===== src/rtl/serial_clock.sv =====
// Integer clock divider producing a serial clock and aligned one-cycle edge strobes.
// The counter runs only while enabled. The idle level and the first edge are set by CPOL.
module serial_clock #(
  parameter int unsigned HALF_PERIOD = 2,
  parameter logic        CPOL        = 1'b0
) (
  input  logic clk,
  input  logic rst_n,
  input  logic en,
  output logic sclk,
  output logic sclkPosEdge,
  output logic sclkNegEdge
);

  localparam int unsigned CNT_W = (HALF_PERIOD > 1) ? $clog2(HALF_PERIOD) : 1;
  localparam logic [CNT_W-1:0] CNT_MAX = CNT_W'(HALF_PERIOD - 1);

  logic [CNT_W-1:0] cnt_q, cnt_d;
  logic             sclk_q, sclk_d;
  logic             pos_q, pos_d;
  logic             neg_q, neg_d;

  // Next-state: toggle at the end of each half-period; strobe marks the new level
  always_comb begin
    cnt_d  = cnt_q;
    sclk_d = sclk_q;
    pos_d  = 1'b0;
    neg_d  = 1'b0;
    if (!en) begin
      cnt_d  = '0;
      sclk_d = CPOL;
    end else if (cnt_q == CNT_MAX) begin
      cnt_d  = '0;
      sclk_d = ~sclk_q;
      pos_d  = ~sclk_q;
      neg_d  = sclk_q;
    end else begin
      cnt_d = cnt_q + CNT_W'(1);
    end
  end

  always_ff @(posedge clk or negedge rst_n) begin
    if (!rst_n) begin
      cnt_q  <= '0;
      sclk_q <= CPOL;
      pos_q  <= 1'b0;
      neg_q  <= 1'b0;
    end else begin
      cnt_q  <= cnt_d;
      sclk_q <= sclk_d;
      pos_q  <= pos_d;
      neg_q  <= neg_d;
    end
  end

  assign sclk        = sclk_q;
  assign sclkPosEdge = pos_q;
  assign sclkNegEdge = neg_q;

endmodule


===== config.mk =====
export PLATFORM = sky130hd
export DESIGN_NAME = serial_clock
export DESIGN_NICKNAME = d
export VERILOG_FILES = /design/src/rtl/serial_clock.sv
export SDC_FILE = /design/constraint.sdc
export NUM_CORES = 1
export LEC_CHECK = 0
export ABC_CLOCK_PERIOD_IN_PS = 1100
export CORE_AREA = 2 2 39 41
export DETAILED_ROUTE_END_ITERATION = 7
export DIE_AREA = 0 0 41 43
export PLACE_DENSITY = 0.31
export RECOVER_POWER = 100
export SLEW_MARGIN = 20
export SYNTH_ARGS = -nofsm -noshare
export SYNTH_HDL_FRONTEND = slang
export SYNTH_SLANG_ARGS = --single-unit

===== constraint.sdc =====
create_clock -name clk -period 1.1 [get_ports clk]
set_clock_uncertainty 0.1 [all_clocks]
set_input_delay 0.22 -clock clk [delete_from_list [all_inputs] [get_ports clk]]
set_output_delay 0.22 -clock clk [all_outputs]
set_load 0.005 [all_outputs]

==> summary.txt <==
Worst R2R Path Depth - 3
Syn avg cell area - 13.9 um2
Critical path required time - 0.78 ns
Pin count of the biggest net entering global routing - 5
CP top delay family - flip-flops
Comb pwr share - 8.8%
Grt total ovfl - 0
Crit path buffers/inverters - 1
Clock network fraction of total power - 47.5%
Vias in the first global route - 104
Hold WS - 0.162 ns
TritonRoute pass-1 iters - 1
Pint - 297 uW
Core Rows - 14
GRT Total Usage - 4.53%
Final hold violation count - 0
Final period util - 93.1%
Max-slew violation count - 0
Pwr per Cell Area - 1710 nW/um2
Number of buffers added on ports - 5
P_sw - 75.2 uW
CP Cell Sequence - buf_2
Initial Util - 10.0%
Die area - 1760 um2
Die H - 43 um
Antenna violations before repair - 0
Hold/Removal Path Class - input port to asynchronous set/reset pin
Slew at the pin closest to its max-slew limit - 0.190 ns
DRC - 0
Register area share after synthesis - 72.1%
Leakage - 0.000107 uW
Yosys warns - 0
Placed Instances - 32
Seq pwr share - 43.7%
Area post-placement - 216 um2
CTS sink count - 4
Max_cap viols - 0
Routed Antenna Nets - 0
Worst setup SP type - flop
First-pass GRT wire length - 414 um
CP Capture Type - primary output
Root Buffer - clkbuf_4
Worst setup path class - flop to primary output
Status - completed
Post-Syn Area - 139 um2
CP max stage cell - dfrtp_1
RSZ-0062 raised after global routing - no
Design area - 218 um2
Final nets - 24
Total setup buffers inserted after CTS - 0
Global placer's final weighted congestion - 0.597
Die X - 41 um
Num CTS Buffers - 3
Mapped Cells - 10
Met1 Usage GRT - 3.24%
Clock transition at path regs - 0.04 ns
Final non-filler cell total - 35
Hold-fix buffers, CTS - 0
Reg-to-reg setup timing slack - 0.10 ns
Clock Path Buffers - 2
Critical R2R Capture - sclk$_DFFE_PN0P_
Clock Latency Late Sink - 0.23 ns
DR vias/cell - 3.06
CP max FO - 1
Area growth from synthesis to layout - 56.8%
Period minus WS final - 1.02 ns
H-Tree Depth - 1
Reg2Reg Launch Point - sclk$_DFFE_PN0P_
Synthesized Nets - 13
Diodes inserted - 0
Max-slew headroom at the worst pin - 87.3%
DR vias - 107
Final setup viols - 0
Routed WL per cell - 7.97 um
Switching share of power - 20.2%
CP Data Arrival Time - 0.70 ns
I/O pin cnt - 6
CTS tree - done
Pre-CTS WS - -0.0407 ns
Met3 Use GR - 4.71%
FF+latch count, synth - 4
Synth cell types - 7
Routed wire length - 279 um
Top Usage Layer GRT - met4
Setup ws final - 0.0764 ns
Peak supply drop - 0.325 mV
Met2 Track Usage GR - 4.38%
Max incr delay on CP - 0.35 ns
Cts repair resizes - 12
Layout cell share with drive strength beyond 1 - 31.6%
FMAX - 977 MHz
Drt first-iter violations - 0
Core area - 1380 um2
==> through the flow <==
| step | TNS, ns | utilization (%) | power, uW |
|---|---|---|---|
| global route | 0 | 15.7 | 398 |
| detailed placement | -0.0805 | 15.6 | 211 |
| CTS | 0 | 16.2 | 392 |
| finish | 0 | 15.7 | 372 |
| floorplan | 0 | - | 178 |
| global placement | -0.0719 | 15.6 | 211 |
==> power groups by stage <==
stage	Combinational [uW]	Sequential [uW]	Clock, uW
6_report	32.7	163	177
5_1_grt	37.7	164	196
4_1_cts	39.8	163	189
3_5_place_dp	46.0	165	0
3_3_place_gp	46.1	165	0
2_1_floorplan	10.6	167	0
==> synthesized netlist by cell type <==
master | n | area (um2)
and2_1 | 1 | 6.26
and2b_2 | 1 | 8.76
and3_2 | 1 | 7.51
dfrtp_1 | 4 | 100
nand2_1 | 1 | 3.75
nor2_1 | 1 | 3.75
xor2_1 | 1 | 8.76
==> worst max-delay path by stage <==
stage | from | to | slack [ns] | cells past startpoint
after CTS | sclk$_DFFE_PN0P_ | sclk | 0.05 | 1
after detailed placement | sclk$_DFFE_PN0P_ | sclk | -0.04 | 1
final | sclkPosEdge$_DFF_PN0_ | sclkPosEdge | 0.08 | 1
after global placement | sclk$_DFFE_PN0P_ | sclk | -0.05 | 1
after global routing | sclk$_DFFE_PN0P_ | sclk | 0.04 | 1
after floorplan | sclk$_DFFE_PN0P_ | sclk$_DFFE_PN0P_ | 0.20 | 2
==> kinds of logic after synthesis <==
logic type / Yosys count / share of synthesized area, %
flops: 4 / 72.1
simple gates: 5 / 21.6
xor+xnor: 1 / 6.31
==> layout make-up <==
class	instances	area, um2
Timing Repair Buffer	6	36.3
Fill cell	153	1170
Multi-Input combinational cell	6	38.8
Tap cell	16	20.0
Clock buffer	3	22.5
Sequential cell	4	100
==> cells in the final DEF, fill, tap and decap left out <==
cell / synthesis / final
buf_2: 0 / 1
buf_1: 0 / 1
xor2_1: 1 / 1
and2b_2: 1 / 1
nand2_1: 1 / 1
clkbuf_4: 0 / 3
and2_1: 1 / 1
nor2_1: 1 / 1
dlygate4sd3_1: 0 / 2
and3_2: 1 / 1
clkbuf_1: 0 / 2
dfrtp_1: 4 / 4
==> sequential cells by signal, summed over array words and instances, names as in the netlist <==
| register | flops |
|---|---|
| sclk | 1 |
| sclkPosEdge | 1 |
| cnt_q | 1 |
| sclkNegEdge | 1 |
==> metal layers <==
layer | vias to the layer above | routed length (um)
met5 | - | 0
li1 | 49 | -
met3 | 0 | 48
met4 | 0 | 0
met2 | 8 | 124
met1 | 50 | 106
No activity file was read; power rests on OpenSTA's default activity.
==> RTL edit 1 (config.mk and constraints unchanged) <==
Register the input `en` before use, with the module's reset. The logic sees it one clock later.
--- a/src/rtl/serial_clock.sv
+++ b/src/rtl/serial_clock.sv
@@ -16,4 +16,14 @@
   localparam logic [CNT_W-1:0] CNT_MAX = CNT_W'(HALF_PERIOD - 1);
 
+  logic en_q;
+
+  always_ff @(posedge clk or negedge rst_n) begin
+    if (!rst_n) begin
+      en_q <= '0;
+    end else begin
+      en_q <= en;
+    end
+  end
+
   logic [CNT_W-1:0] cnt_q, cnt_d;
   logic             sclk_q, sclk_d;
@@ -27,5 +37,5 @@
     pos_d  = 1'b0;
     neg_d  = 1'b0;
-    if (!en) begin
+    if (!en_q) begin
       cnt_d  = '0;
       sclk_d = CPOL;
Formal check against the unedited RTL: not equivalent (a bounded check fails within 4 cycles, from zero or initial values and one cycle with rst_n low).
==> RTL edit 1 against the original RTL <==
  * Critical path depth unchanged
  * Count of clock-buffer cells in the layout is 1 higher
  * Fmax fell by 4.1%
  * Cell area grew 18%
  * Worst setup slack got worse by 0.043 ns
  * Global-route usage rose by 0.54 points
  * Synthesized area increased by 18%
  * Routed wire length is 13% lower
  * Via count fell by 1.9%
  * Power grew 21%
  * Sequential share of layout area up 2.8 points
  * Sequential cell count increased by 1
  * Critical path type unchanged
==> RTL edit 1: results (changes against the original RTL) <==
| Metric | Value |
|---|---|
| Minimum setup slack among reg-to-reg paths | 0.13 ns (+0.03 ns) |
| Clock transition at path regs | 0.04 ns (about the same) |
| Proportion of layout cells with a drive suffix above 1 | 42.86% (+11 points) |
| R2R Path End | sclk$_DFFE_PN0P_ |
| Leakage dissipation | 0.1321 nW (+23%) |
| 1st-pass router iterations | 2 (+1) |
| Final-report hold violation count | 0 (unchanged) |
| Post-Route WL | 242 microns (-13%) |
| Standard cell area after detailed placement | 241.5 sq um (+12%) |
| Largest fanout on the critical path | 2 (+1) |
| Clock tree root buffer cell | sky130_fd_sc_hd__clkbuf_4 |
| Most area-consuming cells after synthesis | sky130_fd_sc_hd__dfrtp_1, sky130_fd_sc_hd__and2b_2, sky130_fd_sc_hd__xor2_1, sky130_fd_sc_hd__and3_2, sky130_fd_sc_hd__and2_1 |
| Initial detailed-routing violation count | 3 (+3) |
| Count of warnings emitted by yosys | 0 (unchanged) |
| Maximum buffer depth of the clock tree | 2 (unchanged) |
| Async set-or-reset flop fraction in the synthesized netlist | 100.0% (unchanged) |
| Vias per std cell | 2.838 (-7.2%) |
| Clk_lat worst skew | 0.24 ns |
| Pin count of the biggest net entering global routing | 6 (+1) |
| Top cell family by delay on the critical path | flip-flops |
| Rel. slew slack | 85.08% (-2.2 points) |
| Crit path max-delay cell type | sky130_fd_sc_hd__dfrtp_1 |
| Last element of the critical path | sclk |
| Layout net count | 25 (+4.2%) |
| Total GRT Usage | 5.066% (+0.54 points) |
| Routability congestion estimate from global placement | 0.5676 (-5.0%) |
| Sequential fraction of the synthesis area | 76.34% (+4.3 points) |
| Worst IR Drop VDD | 0.5850 mV (+80%) |
| Number of I/O port buffers | 5 (unchanged) |
| Data arrival time of the critical path | 0.75 ns (+0.05 ns) |
| Critical path's largest stage delay | 0.37 ns (+0.02 ns) |
| First-pass GRT wire length | 441 microns (+6.5%) |
| Net count of the mapped netlist | 14 (+1) |
| Result of the run | finished clean |
| Antenna cells | 0 (unchanged) |
| Startpoint of the worst setup timing path | sclk$_DFFE_PN0P_ |
-- RTL edit 1: cell types whose count changed in the layout (fill, tap and decap cells not counted), sizes merged --
cell	before	now
dfrtp	4	5
buf	2	4
clkbuf	5	4
-- RTL edit 1: cell type report --
| type | count | area [sq um] |
|---|---|---|
| multi-input combinational | 6 | 38.79 |
| fill | 149 | 1127 |
| timing repair buffer | 6 | 46.29 |
| sequential | 5 | 125.1 |
| clock buffer | 4 | 26.28 |
| tap | 16 | 20.02 |
-- RTL edit 1: cells by family (layout without fill, tap and decap cells) --
kind of cell / count (synthesis) / after routing / synth area share, %
buffers and inverters: 0 / 10 / 0
flip-flops: 5 / 5 / 76.34
AND/OR/NAND/NOR: 5 / 5 / 18.32
XOR/XNOR: 1 / 1 / 5.344
-- RTL edit 1: worst min-delay path by stage --
stage	slack, ns	cells past startpoint	end
CTS	0.09	1	sclk$_DFFE_PN0P_
global placement	0.36	1	sclk$_DFFE_PN0P_
detailed placement	0.35	1	sclk$_DFFE_PN0P_
global route	0.16	1	sclk$_DFFE_PN0P_
finish	0.16	1	sclk$_DFFE_PN0P_
floorplan	-0.18	0	cnt_q$_DFF_PN0_
-- RTL edit 1: metrics by stage --
stage / hold WS (ns) / setup TNS [ns] / setup WS, ns / total power [mW] / std cells
after floorplan: -0.1756 / 0 / 0.2044 / 0.2180 / 11
after global placement: 0.3598 / -0.06129 / -0.04054 / 0.2507 / 33
after detailed placement: 0.3518 / -0.07673 / -0.05325 / 0.2502 / 33
after CTS: 0.09324 / 0 / 0.004617 / 0.4631 / 38
after global routing: 0.1584 / -0.02098 / -0.02098 / 0.4995 / 37
final: 0.1625 / 0 / 0.03320 / 0.4521 / 37
-- RTL edit 1: metal layers --
metal	share of wire, %	wire length, microns	track usage (%)	up-vias
met5	0	0	0	-
met4	3.3	8	6.000	0
met3	29	71	8.377	2
met2	28	68	3.438	9
met1	38	93	4.636	40
li1	-	-	-	54
-- RTL edit 1: report_power, final --
part	internal (mW)	switching (mW)	total, mW
registers	0.196	0.00647	0.203
logic	0.0241	0.0142	0.0383
clock network	0.137	0.0741	0.211
-- RTL edit 1: repair_timing --
action	4_1_cts	5_1_grt
setup buffers	1	0
pin swaps	1	1
setup endpoints to repair	3	2
gates resized for setup	12	1
==> RTL edit 2 (config.mk and constraints unchanged) <==
Made on the original files. The parameter `HALF_PERIOD` goes from 2 to 4.
--- a/src/rtl/serial_clock.sv
+++ b/src/rtl/serial_clock.sv
@@ -2,5 +2,5 @@
 // The counter runs only while enabled. The idle level and the first edge are set by CPOL.
 module serial_clock #(
-  parameter int unsigned HALF_PERIOD = 2,
+  parameter int unsigned HALF_PERIOD = 4,
   parameter logic        CPOL        = 1'b0
 ) (
Behaviour: not the same (Yosys sat finds a counterexample within 4 cycles, from zero or initial values and one cycle with rst_n low).
==> RTL edit 2 against the original RTL <==
  * Synthesized area grew 40%
  * Clock power grew 18%
  * Hold slack improved by 0.0082 ns
  * Fmax fell by 4.0%
  * Largest cell class unchanged
  * Worst setup slack worse by 0.042 ns
  * Power is 24% higher
  * Cell area is 36% higher
  * First-iteration DRC count is 1 higher
  * Routed wire length increased by 18%
  * Sequential cell count up 1
==> RTL edit 2: results (changes against the original RTL) <==
| Metric | Value |
|---|---|
| Result of the run | finished clean |
| Layout net count | 31 (+29%) |
| Sum of met3 wire segment lengths after detailed routing | 52 microns (+8.3%) |
| First-pass GRT wire length | 538 microns (+30%) |
| Internal power contribution | 364.1 uW (+23%) |
| Met3 Track Usage GR | 8.377% (+3.7 points) |
| Inserted Clock Buffers | 3 (unchanged) |
| Clock tree root buffer cell | sky130_fd_sc_hd__clkbuf_4 |
| P_sw | 98.59 uW (+31%) |
| Leakage dissipation | 0.1604 nW (+50%) |
| Maximum buffer depth of the clock tree | 2 (unchanged) |
| Unique masters post-synth | 8 (+1) |
| Vias in the first global route | 142 (+37%) |
| Flip-flop count of the largest register, all copies and words added | 2 |
| GR Util met2 | 6.563% (+2.2 points) |
| Actual slew at the worst max-slew pin | 0.2300 ns (+0.03953 ns) |
| Largest fanout on the critical path | 2 (+1) |
| Routed len/inst | 8.049 microns (+0.97%) |
| Standard cell area after detailed placement | 274.0 sq um (+27%) |
| Proportion of layout cells with a drive suffix above 1 | 40.00% (+8.4 points) |
| Top cell family by delay on the critical path | flip-flops |
| Routability congestion estimate from global placement | 0.6533 (+9.4%) |
| Total GRT Usage | 5.343% (+0.82 points) |
| Number of I/O port buffers | 5 (unchanged) |
| Worst IR Drop VDD | 0.6856 mV (+110%) |
| Vias per std cell | 3.195 (+4.5%) |
| Sequential fraction of the synthesis area | 64.52% (-7.6 points) |
| Data arrival time of the critical path | 0.75 ns (+0.05 ns) |
| Post-CTS setup buffers | 1 (+1) |
| Worst setup slack before clock tree synthesis | -0.04719 ns (-0.006482 ns) |
| Met1 WL | 149 microns (+41%) |
| M1 GR Usage | 4.235% (+1.0 points) |
| Clock network power | 208 uW (+18%) |
| Critical path's largest stage delay | 0.38 ns (+0.03 ns) |
| Net count of the mapped netlist | 19 (+6) |
| 1st-pass router iterations | 2 (+1) |
| Highest signal layer in the routed design | met3 |
| Sequential logic power | 206 uW (+26%) |
| Initial detailed-routing violation count | 1 (+1) |
| Met2 wirelength from detailed routing | 128 microns (+3.2%) |
| Number of gates resized after cts | 13 (+1) |
| Pin count of the biggest net entering global routing | 6 (+1) |
| Most area-consuming cells after synthesis | sky130_fd_sc_hd__dfrtp_1, sky130_fd_sc_hd__ha_1, sky130_fd_sc_hd__and2_1, sky130_fd_sc_hd__xor2_1, sky130_fd_sc_hd__and3_2 |
| Antenna violations before repair | 0 (unchanged) |
| Flop and latch count out of synthesis | 5 (+1) |
[RTL edit 2: metrics by stage]
step                hold WS [ns]  std cells  util (%)
floorplan                -0.1756         14         -
global placement          0.3652         36     19.80
detailed placement        0.3580         36     19.80
CTS                      0.09838         41     21.43
global route              0.1838         41     21.43
finish                    0.1706         41     21.43
[RTL edit 2: final timing paths]
| path | startpoint | endpoint | slack, ns | cells past startpoint |
|---|---|---|---|---|
| worst max-delay path | sclk$_DFFE_PN0P_ | sclk | 0.03 | 1 |
| worst min-delay path | rst_n | sclkNegEdge$_DFF_PN0_ | 0.17 | 1 |
| worst max register to register | cnt_q[0]$_DFF_PN0_ | sclk$_DFFE_PN0P_ | 0.05 | 3 |
| worst min register to register | sclk$_DFFE_PN0P_ | sclkPosEdge$_DFF_PN0_ | 0.43 | 2 |
| max in group asynchronous | rst_n | cnt_q[0]$_DFF_PN0_ | 0.54 | 1 |
| min in group clk | sclk$_DFFE_PN0P_ | sclkPosEdge$_DFF_PN0_ | 0.43 | 2 |
[RTL edit 2: cells by family after synthesis]
kind of cell / after synthesis / share of synthesized area [%]
AND/OR/NAND/NOR: 6 / 18.06
adder cells (fa/ha/maj): 2 / 12.90
XOR/XNOR: 1 / 4.517
flip-flops: 5 / 64.52
[RTL edit 2: final cells by class]
cell class	instances	area [sq um]	share of cell area [%]
sequential	5	125.1	42.19
multi-input combinational	9	71.32	24.05
clock buffer	4	26.28	8.861
tap	16	20.02	6.751
timing repair buffer	7	53.80	18.14
[RTL edit 2: worst reg2reg max path: cells and delay by family (launching register included)]
kind                     cells  cell delay [ns]
adder cells (fa/ha/maj)      1             0.19
XOR/XNOR                     1             0.13
flip-flops                   1             0.39
AND/OR/NAND/NOR              1             0.13
